==> src/rtl/vga_timing_pkg.sv <==
// Shared timing defaults, counter/colour types and the sync bundle carried
// through the pipeline of vga_timing_gen.
package vga_timing_pkg;

    localparam int unsigned CNT_W   = 11;
    localparam int unsigned RGB_W   = 3;
    localparam int unsigned CNT_MAX = (1 << CNT_W) - 1;

    localparam int unsigned H_ACTIVE_DEF = 800;
    localparam int unsigned H_FP_DEF     = 40;
    localparam int unsigned H_SYNC_DEF   = 48;
    localparam int unsigned H_BP_DEF     = 40;
    localparam int unsigned H_TOTAL_DEF  = H_ACTIVE_DEF + H_FP_DEF + H_SYNC_DEF + H_BP_DEF;

    localparam int unsigned V_ACTIVE_DEF = 480;
    localparam int unsigned V_FP_DEF     = 13;
    localparam int unsigned V_SYNC_DEF   = 3;
    localparam int unsigned V_BP_DEF     = 29;
    localparam int unsigned V_TOTAL_DEF  = V_ACTIVE_DEF + V_FP_DEF + V_SYNC_DEF + V_BP_DEF;

    localparam int unsigned H_SYNC_START_DEF = H_ACTIVE_DEF + H_FP_DEF;
    localparam int unsigned H_SYNC_END_DEF   = H_SYNC_START_DEF + H_SYNC_DEF;
    localparam int unsigned V_SYNC_START_DEF = V_ACTIVE_DEF + V_FP_DEF;
    localparam int unsigned V_SYNC_END_DEF   = V_SYNC_START_DEF + V_SYNC_DEF;

    localparam bit          SYNC_POL_DEF   = 1'b0;
    localparam int unsigned PIPE_DELAY_DEF = 2;

    typedef logic [CNT_W-1:0] cnt_t;
    typedef logic [RGB_W-1:0] rgb_t;

    // {R,G,B} colour constants
    localparam rgb_t BLACK   = 3'b000;
    localparam rgb_t BLUE    = 3'b001;
    localparam rgb_t GREEN   = 3'b010;
    localparam rgb_t CYAN    = 3'b011;
    localparam rgb_t RED     = 3'b100;
    localparam rgb_t MAGENTA = 3'b101;
    localparam rgb_t YELLOW  = 3'b110;
    localparam rgb_t WHITE   = 3'b111;

    // Sync/blank bundle delayed alongside the pixel; '0 means idle.
    typedef struct packed {
        logic hs;
        logic vs;
        logic act;
    } sync_bundle_t;

    // Half-open window test: start <= pos < stop.
    function automatic logic in_window(input cnt_t pos, input cnt_t start, input cnt_t stop);
        return (pos >= start) && (pos < stop);
    endfunction

endpackage

==> src/rtl/vga_timing_gen_if.sv <==
// Scan-coordinate / pixel-return bus between the timing generator (master)
// and the pixel source (slave).
interface vga_timing_gen_if;
    import vga_timing_pkg::*;

    cnt_t PIXEL_H;
    cnt_t PIXEL_V;
    logic ACTIVE;
    logic FRAME_START;
    rgb_t PIXEL;

    modport master (
        output PIXEL_H,
        output PIXEL_V,
        output ACTIVE,
        output FRAME_START,
        input  PIXEL
    );

    modport slave (
        input  PIXEL_H,
        input  PIXEL_V,
        input  ACTIVE,
        input  FRAME_START,
        output PIXEL
    );

endinterface

==> src/rtl/vga_delay_line.sv <==
// Generic reset-able shift register: dout is din delayed by DEPTH clocks.
module vga_delay_line #(
    parameter int unsigned      WIDTH   = 1,
    parameter int unsigned      DEPTH   = 1,
    parameter logic [WIDTH-1:0] RST_VAL = '0
) (
    input  logic             VGA_CLOCK,
    input  logic             RESET,
    input  logic [WIDTH-1:0] din,
    output logic [WIDTH-1:0] dout
);

    localparam int unsigned TOT_W = DEPTH * WIDTH;

    if (DEPTH < 1) begin : g_bad_depth
        $error("vga_delay_line: DEPTH must be at least 1");
    end

    // Newest sample sits in the low slice, oldest in the high slice.
    logic [TOT_W-1:0] shreg_q;
    logic [TOT_W-1:0] shreg_nxt_c;

    if (DEPTH == 1) begin : g_one
        assign shreg_nxt_c = din;
    end else begin : g_many
        assign shreg_nxt_c = {shreg_q[TOT_W-WIDTH-1:0], din};
    end

    // Shift one stage per clock; reset loads every stage with RST_VAL.
    always_ff @(posedge VGA_CLOCK or posedge RESET) begin
        if (RESET) begin
            shreg_q <= {DEPTH{RST_VAL}};
        end else begin
            shreg_q <= shreg_nxt_c;
        end
    end

    assign dout = shreg_q[TOT_W-1 -: WIDTH];

endmodule

==> src/rtl/vga_timing_gen.sv <==
// Raster timing source and VGA output stage for the pong display.
// Issues PIXEL_H/PIXEL_V scan coordinates, takes the pixel colour back
// PIPE_DELAY clocks later and drives sync and blank-gated RGB pins, all
// lagging their coordinate by PIPE_DELAY+1 clocks.
// Optional build macro VGA_TEST_PATTERN_EN adds TEST_MODE, which replaces
// PIXEL with eight vertical colour bars.
module vga_timing_gen
    import vga_timing_pkg::*;
#(
    parameter int unsigned H_ACTIVE   = H_ACTIVE_DEF,
    parameter int unsigned H_FP       = H_FP_DEF,
    parameter int unsigned H_SYNC     = H_SYNC_DEF,
    parameter int unsigned H_BP       = H_BP_DEF,
    parameter int unsigned V_ACTIVE   = V_ACTIVE_DEF,
    parameter int unsigned V_FP       = V_FP_DEF,
    parameter int unsigned V_SYNC     = V_SYNC_DEF,
    parameter int unsigned V_BP       = V_BP_DEF,
    parameter bit          SYNC_POL   = SYNC_POL_DEF,
    parameter int unsigned PIPE_DELAY = PIPE_DELAY_DEF
) (
    input  logic             VGA_CLOCK,
    input  logic             RESET,
`ifdef VGA_TEST_PATTERN_EN
    input  logic             TEST_MODE,
`endif
    vga_timing_gen_if.master bus,
    output logic             VGA_HS,
    output logic             VGA_VS,
    output logic             VGA_R,
    output logic             VGA_G,
    output logic             VGA_B
);

    localparam int unsigned H_TOTAL = H_ACTIVE + H_FP + H_SYNC + H_BP;
    localparam int unsigned V_TOTAL = V_ACTIVE + V_FP + V_SYNC + V_BP;

    localparam cnt_t H_LAST    = CNT_W'(H_TOTAL - 1);
    localparam cnt_t V_LAST    = CNT_W'(V_TOTAL - 1);
    localparam cnt_t H_ACT_END = CNT_W'(H_ACTIVE);
    localparam cnt_t V_ACT_END = CNT_W'(V_ACTIVE);
    localparam cnt_t HS_START  = CNT_W'(H_ACTIVE + H_FP);
    localparam cnt_t HS_STOP   = CNT_W'(H_ACTIVE + H_FP + H_SYNC);
    localparam cnt_t VS_START  = CNT_W'(V_ACTIVE + V_FP);
    localparam cnt_t VS_STOP   = CNT_W'(V_ACTIVE + V_FP + V_SYNC);

    // (0,0) is visible whenever the active area is non-empty, so ACTIVE
    // resets to match the reset coordinates.
    localparam logic ORIGIN_ACTIVE = (H_ACTIVE > 0) && (V_ACTIVE > 0);

    // Elaboration-time range checks on the timing parameters.
    if ((H_TOTAL > CNT_MAX) || (V_TOTAL > CNT_MAX)) begin : g_bad_total
        $error("vga_timing_gen: H_TOTAL/V_TOTAL exceed the 11-bit counter range");
    end
    if (PIPE_DELAY < 1) begin : g_bad_delay
        $error("vga_timing_gen: PIPE_DELAY must be at least 1");
    end

    cnt_t         h_cnt;
    cnt_t         v_cnt;
    cnt_t         h_nxt_c;
    cnt_t         v_nxt_c;
    logic         active_q;
    logic         frame_start_q;
    sync_bundle_t sync_raw_c;
    sync_bundle_t sync_dly;
    rgb_t         pix_sel_c;
    rgb_t         rgb_q;

    // Next raster position: h wraps each line, v wraps on the last line's wrap.
    always_comb begin
        h_nxt_c = h_cnt + CNT_W'(1);
        v_nxt_c = v_cnt;
        if (h_cnt == H_LAST) begin
            h_nxt_c = '0;
            v_nxt_c = (v_cnt == V_LAST) ? '0 : v_cnt + CNT_W'(1);
        end
    end

    // Coordinate counters plus ACTIVE/FRAME_START registered from the next position.
    always_ff @(posedge VGA_CLOCK or posedge RESET) begin
        if (RESET) begin
            h_cnt         <= '0;
            v_cnt         <= '0;
            active_q      <= ORIGIN_ACTIVE;
            frame_start_q <= 1'b0;
        end else begin
            h_cnt         <= h_nxt_c;
            v_cnt         <= v_nxt_c;
            active_q      <= (h_nxt_c < H_ACT_END) && (v_nxt_c < V_ACT_END);
            frame_start_q <= (h_nxt_c == '0) && (v_nxt_c == '0);
        end
    end

    assign bus.PIXEL_H     = h_cnt;
    assign bus.PIXEL_V     = v_cnt;
    assign bus.ACTIVE      = active_q;
    assign bus.FRAME_START = frame_start_q;

    // Undelayed sync windows; v only moves at h wrap so vs is line-aligned.
    always_comb begin
        sync_raw_c     = '0;
        sync_raw_c.hs  = in_window(h_cnt, HS_START, HS_STOP);
        sync_raw_c.vs  = in_window(v_cnt, VS_START, VS_STOP);
        sync_raw_c.act = active_q;
    end

    // Match sync/blank to the pixel return latency; resets to idle.
    vga_delay_line #(
        .WIDTH   ($bits(sync_bundle_t)),
        .DEPTH   (PIPE_DELAY),
        .RST_VAL ('0)
    ) u_sync_dly (
        .VGA_CLOCK (VGA_CLOCK),
        .RESET     (RESET),
        .din       (sync_raw_c),
        .dout      (sync_dly)
    );

`ifdef VGA_TEST_PATTERN_EN
    localparam int unsigned BAR_W = ((H_ACTIVE / 8) > 0) ? (H_ACTIVE / 8) : 1;

    cnt_t h_dly;
    rgb_t bar_rgb_c;

    // Horizontal position delayed to line up with the returned pixel.
    vga_delay_line #(
        .WIDTH   (CNT_W),
        .DEPTH   (PIPE_DELAY),
        .RST_VAL (CNT_W'(0))
    ) u_h_dly (
        .VGA_CLOCK (VGA_CLOCK),
        .RESET     (RESET),
        .din       (h_cnt),
        .dout      (h_dly)
    );

    assign bar_rgb_c = RGB_W'(h_dly / CNT_W'(BAR_W));
    assign pix_sel_c = TEST_MODE ? bar_rgb_c : bus.PIXEL;
`else
    assign pix_sel_c = bus.PIXEL;
`endif

    // Output register: blank-gated colour and polarity-adjusted syncs.
    always_ff @(posedge VGA_CLOCK or posedge RESET) begin
        if (RESET) begin
            VGA_HS <= ~SYNC_POL;
            VGA_VS <= ~SYNC_POL;
            rgb_q  <= BLACK;
        end else begin
            VGA_HS <= sync_dly.hs ? SYNC_POL : ~SYNC_POL;
            VGA_VS <= sync_dly.vs ? SYNC_POL : ~SYNC_POL;
            rgb_q  <= sync_dly.act ? pix_sel_c : BLACK;
        end
    end

    assign VGA_R = rgb_q[2];
    assign VGA_G = rgb_q[1];
    assign VGA_B = rgb_q[0];

endmodule

==> src/flat_wrapper.sv <==
// flat-port wrapper written by rule: the top's interface ports become plain ports
module vga_timing_gen_flat import vga_timing_pkg::*;
#(
    parameter int unsigned H_ACTIVE   = H_ACTIVE_DEF,
    parameter int unsigned H_FP       = H_FP_DEF,
    parameter int unsigned H_SYNC     = H_SYNC_DEF,
    parameter int unsigned H_BP       = H_BP_DEF,
    parameter int unsigned V_ACTIVE   = V_ACTIVE_DEF,
    parameter int unsigned V_FP       = V_FP_DEF,
    parameter int unsigned V_SYNC     = V_SYNC_DEF,
    parameter int unsigned V_BP       = V_BP_DEF,
    parameter bit          SYNC_POL   = SYNC_POL_DEF,
    parameter int unsigned PIPE_DELAY = PIPE_DELAY_DEF
)
  (VGA_CLOCK, RESET, VGA_HS, VGA_VS, VGA_R, VGA_G, VGA_B, bus_PIXEL_H, bus_PIXEL_V, bus_ACTIVE, bus_FRAME_START, bus_PIXEL);
  vga_timing_gen_if bus_i ();
  input  logic VGA_CLOCK;
  input  logic RESET;
  output logic VGA_HS;
  output logic VGA_VS;
  output logic VGA_R;
  output logic VGA_G;
  output logic VGA_B;
  output wire logic [$bits(bus_i.PIXEL_H)-1:0] bus_PIXEL_H;
  output wire logic [$bits(bus_i.PIXEL_V)-1:0] bus_PIXEL_V;
  output wire logic [$bits(bus_i.ACTIVE)-1:0] bus_ACTIVE;
  output wire logic [$bits(bus_i.FRAME_START)-1:0] bus_FRAME_START;
  input wire logic [$bits(bus_i.PIXEL)-1:0] bus_PIXEL;
  assign bus_PIXEL_H = bus_i.PIXEL_H;
  assign bus_PIXEL_V = bus_i.PIXEL_V;
  assign bus_ACTIVE = bus_i.ACTIVE;
  assign bus_FRAME_START = bus_i.FRAME_START;
  assign bus_i.PIXEL = bus_PIXEL;
  vga_timing_gen #(.H_ACTIVE(H_ACTIVE), .H_FP(H_FP), .H_SYNC(H_SYNC), .H_BP(H_BP), .V_ACTIVE(V_ACTIVE), .V_FP(V_FP), .V_SYNC(V_SYNC), .V_BP(V_BP), .SYNC_POL(SYNC_POL), .PIPE_DELAY(PIPE_DELAY)) u_core (.VGA_CLOCK(VGA_CLOCK), .RESET(RESET), .bus(bus_i), .VGA_HS(VGA_HS), .VGA_VS(VGA_VS), .VGA_R(VGA_R), .VGA_G(VGA_G), .VGA_B(VGA_B));
endmodule
==> config.mk <==
export PLATFORM = sky130hd
export DESIGN_NAME = vga_timing_gen_flat
export DESIGN_NICKNAME = d
export VERILOG_FILES = /design/src/rtl/vga_timing_pkg.sv /design/src/rtl/vga_timing_gen_if.sv /design/src/rtl/vga_delay_line.sv /design/src/rtl/vga_timing_gen.sv /design/src/flat_wrapper.sv
export SDC_FILE = /design/constraint.sdc
export NUM_CORES = 1
export LEC_CHECK = 0
export ABC_AREA = 0
export CAP_MARGIN = 20
export CELL_PAD_IN_SITES_DETAIL_PLACEMENT = 1
export CELL_PAD_IN_SITES_GLOBAL_PLACEMENT = 2
export CORE_AREA = 5 5 78 80
export CTS_CLUSTER_SIZE = 24
export DETAILED_ROUTE_END_ITERATION = 6
export DIE_AREA = 0 0 83 85
export DONT_BUFFER_PORTS = 1
export GPL_TIMING_DRIVEN = 1
export PLACE_DENSITY_LB_ADDON = 0.1
export SLEW_MARGIN = 5
export SYNTH_ARGS = -nofsm -noshare
export SYNTH_HDL_FRONTEND = slang
export SYNTH_SLANG_ARGS = --single-unit
==> constraint.sdc <==
create_clock -name VGA_CLOCK -period 1.7 [get_ports VGA_CLOCK]
set_input_delay 0.255 -clock VGA_CLOCK [delete_from_list [all_inputs] [get_ports VGA_CLOCK]]
set_output_delay 0.255 -clock VGA_CLOCK [all_outputs]
set_load 0.005 [all_outputs]
Word-level counts from Yosys, hierarchy flattened
Index checks and enable logic that the tools add are counted.

Add/subtract/negate cells: 2. Order comparisons: 6. Equality and inequality tests: 2. Multiplexer cells: 6. Reduce and logical (&&, ||, !) cells: 6.

Operators with widths (count): $mux W11 (3); $add A11 B1 Y11 const B (2); $eq A11 B10 Y1 const B (2); $logic_not A11 Y1 (2); $lt A11 B10 Y1 const B (2); $lt A11 B9 Y1 const B (2); $ge A11 B10 Y1 const B (1); $ge A11 B9 Y1 const B (1); $logic_and A1 B1 Y1 (4); $mux W3 (1); $mux W1 (2).

Bits in registers: 35. Output and inout bits: 29.

Longest topological paths before layout
Depth in word-level cells: 5. Depth in mapped cells: 9. Depth with buffers taken out: 8.

Cells and area by module
A second synthesis with hierarchy kept.

Cells, all modules: 178. Area, all modules: 1823.0 um^2.

Modules (own cells, without submodules): vga_timing_gen (instances 1, cells each 168, area each 1646.6 um^2, seq. area each 729.4 um^2); vga_delay_line (instances 1, cells each 10, area each 176.4 um^2, seq. area each 150.1 um^2).

Least setup slack after synthesis
OpenSTA, ideal clock, no wires.

Path kind: flip-flop to flip-flop. From: register u_core.h_cnt[0], in the netlist u_core.bus.PIXEL_H[0]. To: register u_core.frame_start_q, in the netlist u_core.bus.FRAME_START. Library setup time: 0.120 ns. Arrival time: 1.795 ns. Data required time: 1.580 ns. Setup slack: -0.215 ns. Stages on the path, launching flop included: 9. Buffers on the path: 1. Path through: dfrtp_1 ha_1 and4_4 and3_1 buf_6 nand4_4 xor2_1 o211a_1 and4_1.

Cells in the longest elaborated chain, start to end: 4. Elaborated cells between the ends (all ways): 7. Classes of those cells: add/sub (1); eq/ne (1); mux (2); reduce/logical (3).

Ends and longest elaborated chain: from (decl) (RTL line vga_timing_gen.sv:58) `cnt_t h_cnt;`; from (signal assigned) (RTL line vga_timing_gen.sv:87) `h_cnt <= h_nxt_c;`; $add A11 B1 Y11 or $eq A11 B10 Y1 (tied branches) (RTL line vga_timing_gen.sv:71, vga_timing_gen.sv:73); $mux W11 (RTL line vga_timing_gen.sv:73) `if (h_cnt == H_LAST) begin`; $logic_not A11 Y1 (RTL line vga_timing_gen.sv:90) `frame_start_q <= (h_nxt_c == '0) && (v_nxt_c == '0);`; $logic_and A1 B1 Y1 * (RTL line vga_timing_gen.sv:90); to (signal assigned) (RTL line vga_timing_gen.sv:90); to (decl) (RTL line vga_timing_gen.sv:63) `logic frame_start_q;`.

Mark *: on every way between the ends. The rest lies on a longest branch, timed or not.

Worst setup path after layout
From: register u_core.h_cnt[6], in the netlist u_core.bus.PIXEL_H[6]. To: register u_core.active_q, in the netlist u_core.bus.ACTIVE.

Cells in the longest elaborated chain, start to end: 4. Elaborated cells between the ends (all ways): 7. Classes of those cells: add/sub (1); order compare (2); eq/ne (1); mux (2); reduce/logical (1).

Ends and longest elaborated chain: $eq A11 B10 Y1 (RTL line vga_timing_gen.sv:73); $mux W11 (RTL line vga_timing_gen.sv:73); via u_core.v_nxt_c[5] (RTL line vga_timing_gen.sv:61) `cnt_t v_nxt_c;`; $lt A11 B9 Y1 (RTL line vga_timing_gen.sv:89) `active_q <= (h_nxt_c < H_ACT_END) && (v_nxt_c < V_ACT_END);`; $logic_and A1 B1 Y1 (RTL line vga_timing_gen.sv:89); to (signal assigned) (RTL line vga_timing_gen.sv:89); to (decl) (RTL line vga_timing_gen.sv:62) `logic active_q;`.

The timed path passes the listed nets, and every way through them passes these cells.

==> results.toml <==
[logic_synthesis]
ys_ff_latch = 35
ys_types = 47
synth_flop_cell = "dfrtp_1"
synth.area.top_cells = "dfrtp_1, dfstp_2, xor2_1"
synth_nets = 182
synth_most_common_cell = "dfrtp_1"
syn_inst = 172
synth_top_area_share_pct = 44.4
ys_warn_count = 0
syn_avg_cell_area_um2 = 10.5
yosys.area.top_type = "dfrtp_1"
async_flop_share_pct = 100
synthTopCellsByCount = "dfrtp_1, nand3_1, inv_1, nand2_1, nor2_1"
synth_edf_count = 0
ys_seq_area_share_pct = 48.7
synth_area_mm2 = 0.00181

[timing]
worst_pin_slew_ns = 0.373
drv_slew = 0
setup_viol = 5
fmax_mhz = 526
period_share_pct = 112
fin_skew_ns = 0.00648
relSlewSlack_pct = 75.1
setup_ws_ns = -0.199
setup_tns_ns = -0.429
final-hold-violation-count = 0
fin_hold_ws_ns = 0.112
rsz0062_at_grt = "yes"
final.min_clock_period_ns = 1.90

[final_layout]
fin_area_mm2 = 0.00254
layout-drive-gt1-share_pct = 42.7
antenna_cells = 0
layout.nets = 241
syn2layout_area_growth_pct = 40.7
final_core_util_pct = 47.6
n_fill_cell = 620

[detailed_routing]
vias_per_cell = 4.98
dr_wl_met3_um = 201
drc = 0
drt-initial-drc-count = 51
wl_met1_um = 2350
routedWlPerCell_um = 17.4
wl_met2_um = 2720
wirelength_um = 5290
via_count = 1514
ant_nets = 0
highest_layer = "met4"
drt_pre_antenna_iters = 4

[pwr]
switching_share_pct = 18.5
pwr-share-seq_pct = 47.8
leakagePower_nw = 1.18
ir_drop_uv = 599
power_density_mw_per_mm2 = 690
p_int_mw = 1.43
clkPwrFrac_pct = 50.8
power_frac_comb_pct = 1.4
p_sw_mw = 0.324

[global_route]
grt_pass1_wl_um = 8770
antenna_found_initial = 0
grt_usage_pct = 15.5
grt_overflow_total = 0
grt_max_degree = 23
grt_pass1_vias = 1663

[floorplanning]
initial_utilization_pct = 33.8
die_area_mm2 = 0.00706
design.core.area_mm2 = 0.00534
die_h_um = 85
row_count = 27
ioPinCount = 34
die-width_um = 83

[clock_network]
insertion_delay_ns = 0.28
cts_buffer_depth = 2
root_buffer = "clkbuf_8"
cts_buffers = 5
clk_pin_slew_worst_paths_ns = 0.07
cts_sinks = 35
h-tree-depth = 2
cts_tree = "built"

[place]
placed_area_mm2 = 0.00225
gp_congestion = 0.776
place_ws_ns = -0.279
io_buffers = 0
dp_hpwl_um = 4090

[setup_path]
worstPathMaxFanout = 6
cpPeakStageDelay_ns = 0.45
endpoint_kind = "register"
critPathArrivalTime_ns = 2.11
path_cells = "nor3b_4 -> buf_4 -> nand3_4 -> nor3_2 -> xor2_1 -> nand4_1 -> and3_1"
crit_required_ns = 1.91
critPathKind = "register to register"
crit_slowest_cell = "dfrtp_2"
startpoint_type = "register"

[hold_path]
hold_path_class = "input port to register"

[flow_run]
maxCapViolations = 0

[status]
outcome = "complete, but fails checks"
failed_checks = "negative setup slack"
[layout make-up]
cell class | count | area, um^2 | share of cell area [%]
timing repair buffer | 59 | 453 | 17.8
tap | 72 | 90.1 | 3.55
multi-input combinational | 118 | 938 | 36.9
clock inverter | 2 | 60.1 | 2.36
sequential | 35 | 881 | 34.7
clock buffer | 6 | 72.6 | 2.86
inverter | 12 | 45.0 | 1.77
[layer usage]
layer | track usage, % | vias to the layer above
met5 | 0 | -
met4 | 2.67 | 0
met3 | 3.88 | 2
met2 | 26.7 | 24
met1 | 19.9 | 768
li1 | - | 720
[timing repair]
| item | in CTS | in global routing |
|---|---|---|
| buffers inserted | 2 | 2 |
| gates resized for setup | 5 | 19 |
| hold buffers | 1 | 0 |
| cloned | 0 | 0 |
| pin swaps | 2 | 14 |
| hold endpoints to repair | 32 | 0 |
| endpoints found under the setup margin | 4 | 10 |
[cells in the final DEF, fill, tap and decap left out, types with 3 or more instances in the layout]
| cell type | Yosys | routed |
|---|---|---|
| nor3_1 | 6 | 4 |
| buf_4 | 2 | 56 |
| nand2_1 | 12 | 11 |
| nor2_1 | 10 | 9 |
| dfrtp_1 | 32 | 31 |
| xnor2_1 | 7 | 5 |
| and3_4 | 0 | 3 |
| nor3_4 | 0 | 3 |
| ha_1 | 5 | 3 |
| nand3_2 | 1 | 3 |
| nand2b_1 | 3 | 3 |
| clkbuf_8 | 0 | 5 |
| xor2_1 | 8 | 8 |
| inv_1 | 12 | 12 |
| o211ai_1 | 3 | 3 |
| o21ai_0 | 6 | 5 |
| nand3_1 | 13 | 10 |
| nand4_1 | 3 | 3 |
| dfstp_2 | 3 | 3 |
| and2_1 | 3 | 3 |
[critical path, delay by kind of cell, from the launching register on]
family,cells,cell delay (ns)
and+or+nand+nor,5,0.88
DFF,1,0.45
xor gates and xnor gates,1,0.35
buffers and inverters,1,0.15
[power groups by stage]
stage / Clock [mW] / Combinational (mW) / Sequential (mW)
after floorplan: 0 / 0.0146 / 0.853
after global placement: 0 / 0.0235 / 0.854
after detailed placement: 0 / 0.0247 / 0.854
after CTS: 0.918 / 0.0267 / 0.838
after global routing: 0.960 / 0.0301 / 0.838
final: 0.890 / 0.0245 / 0.838
[path summary, 6_finish.rpt]
path                       cells past startpoint                            to                          from  slack, ns
setup / recovery                               7             u_core.bus.ACTIVE         u_core.bus.PIXEL_H[6]      -0.20
hold / removal                                 1               u_core.rgb_q[0]                  bus_PIXEL[0]       0.11
setup reg to reg                               7             u_core.bus.ACTIVE         u_core.bus.PIXEL_H[6]      -0.20
hold reg to reg                                0  u_core.u_sync_dly.shreg_q[4]  u_core.u_sync_dly.shreg_q[1]       0.35
max in group asynchronous                      3                 u_core.VGA_VS                         RESET       0.94
min in group asynchronous                      3         u_core.bus.PIXEL_H[7]                         RESET       0.43
[logic make-up after synthesis]
family	synth area share, %
and+or+nand+nor	27.2
DFF	48.7
AOI/OAI and AO/OA	7.62
buffers and inverters	5.75
xor gates and xnor gates	7.28
adders and majority gates	3.47
[registers in the layout, summed over array words and instances, names as in the netlist]
register,cells
u_core.bus.ACTIVE,1
u_core.bus.PIXEL_H,11
u_core.VGA_VS,1
u_core.bus.FRAME_START,1
u_core.bus.PIXEL_V,11
u_core.VGA_HS,1
u_core.rgb_q,3
u_core.u_sync_dly.shreg_q,6
[metrics by stage]
| stage | std cells | power, mW |
|---|---|---|
| 2_1_floorplan | 172 | 0.868 |
| 6_report | 304 | 1.75 |
| 5_1_grt | 304 | 1.83 |
| 3_5_place_dp | 291 | 0.879 |
| 3_3_place_gp | 291 | 0.877 |
| 4_1_cts | 302 | 1.78 |
(Power assumes the default switching activity.)
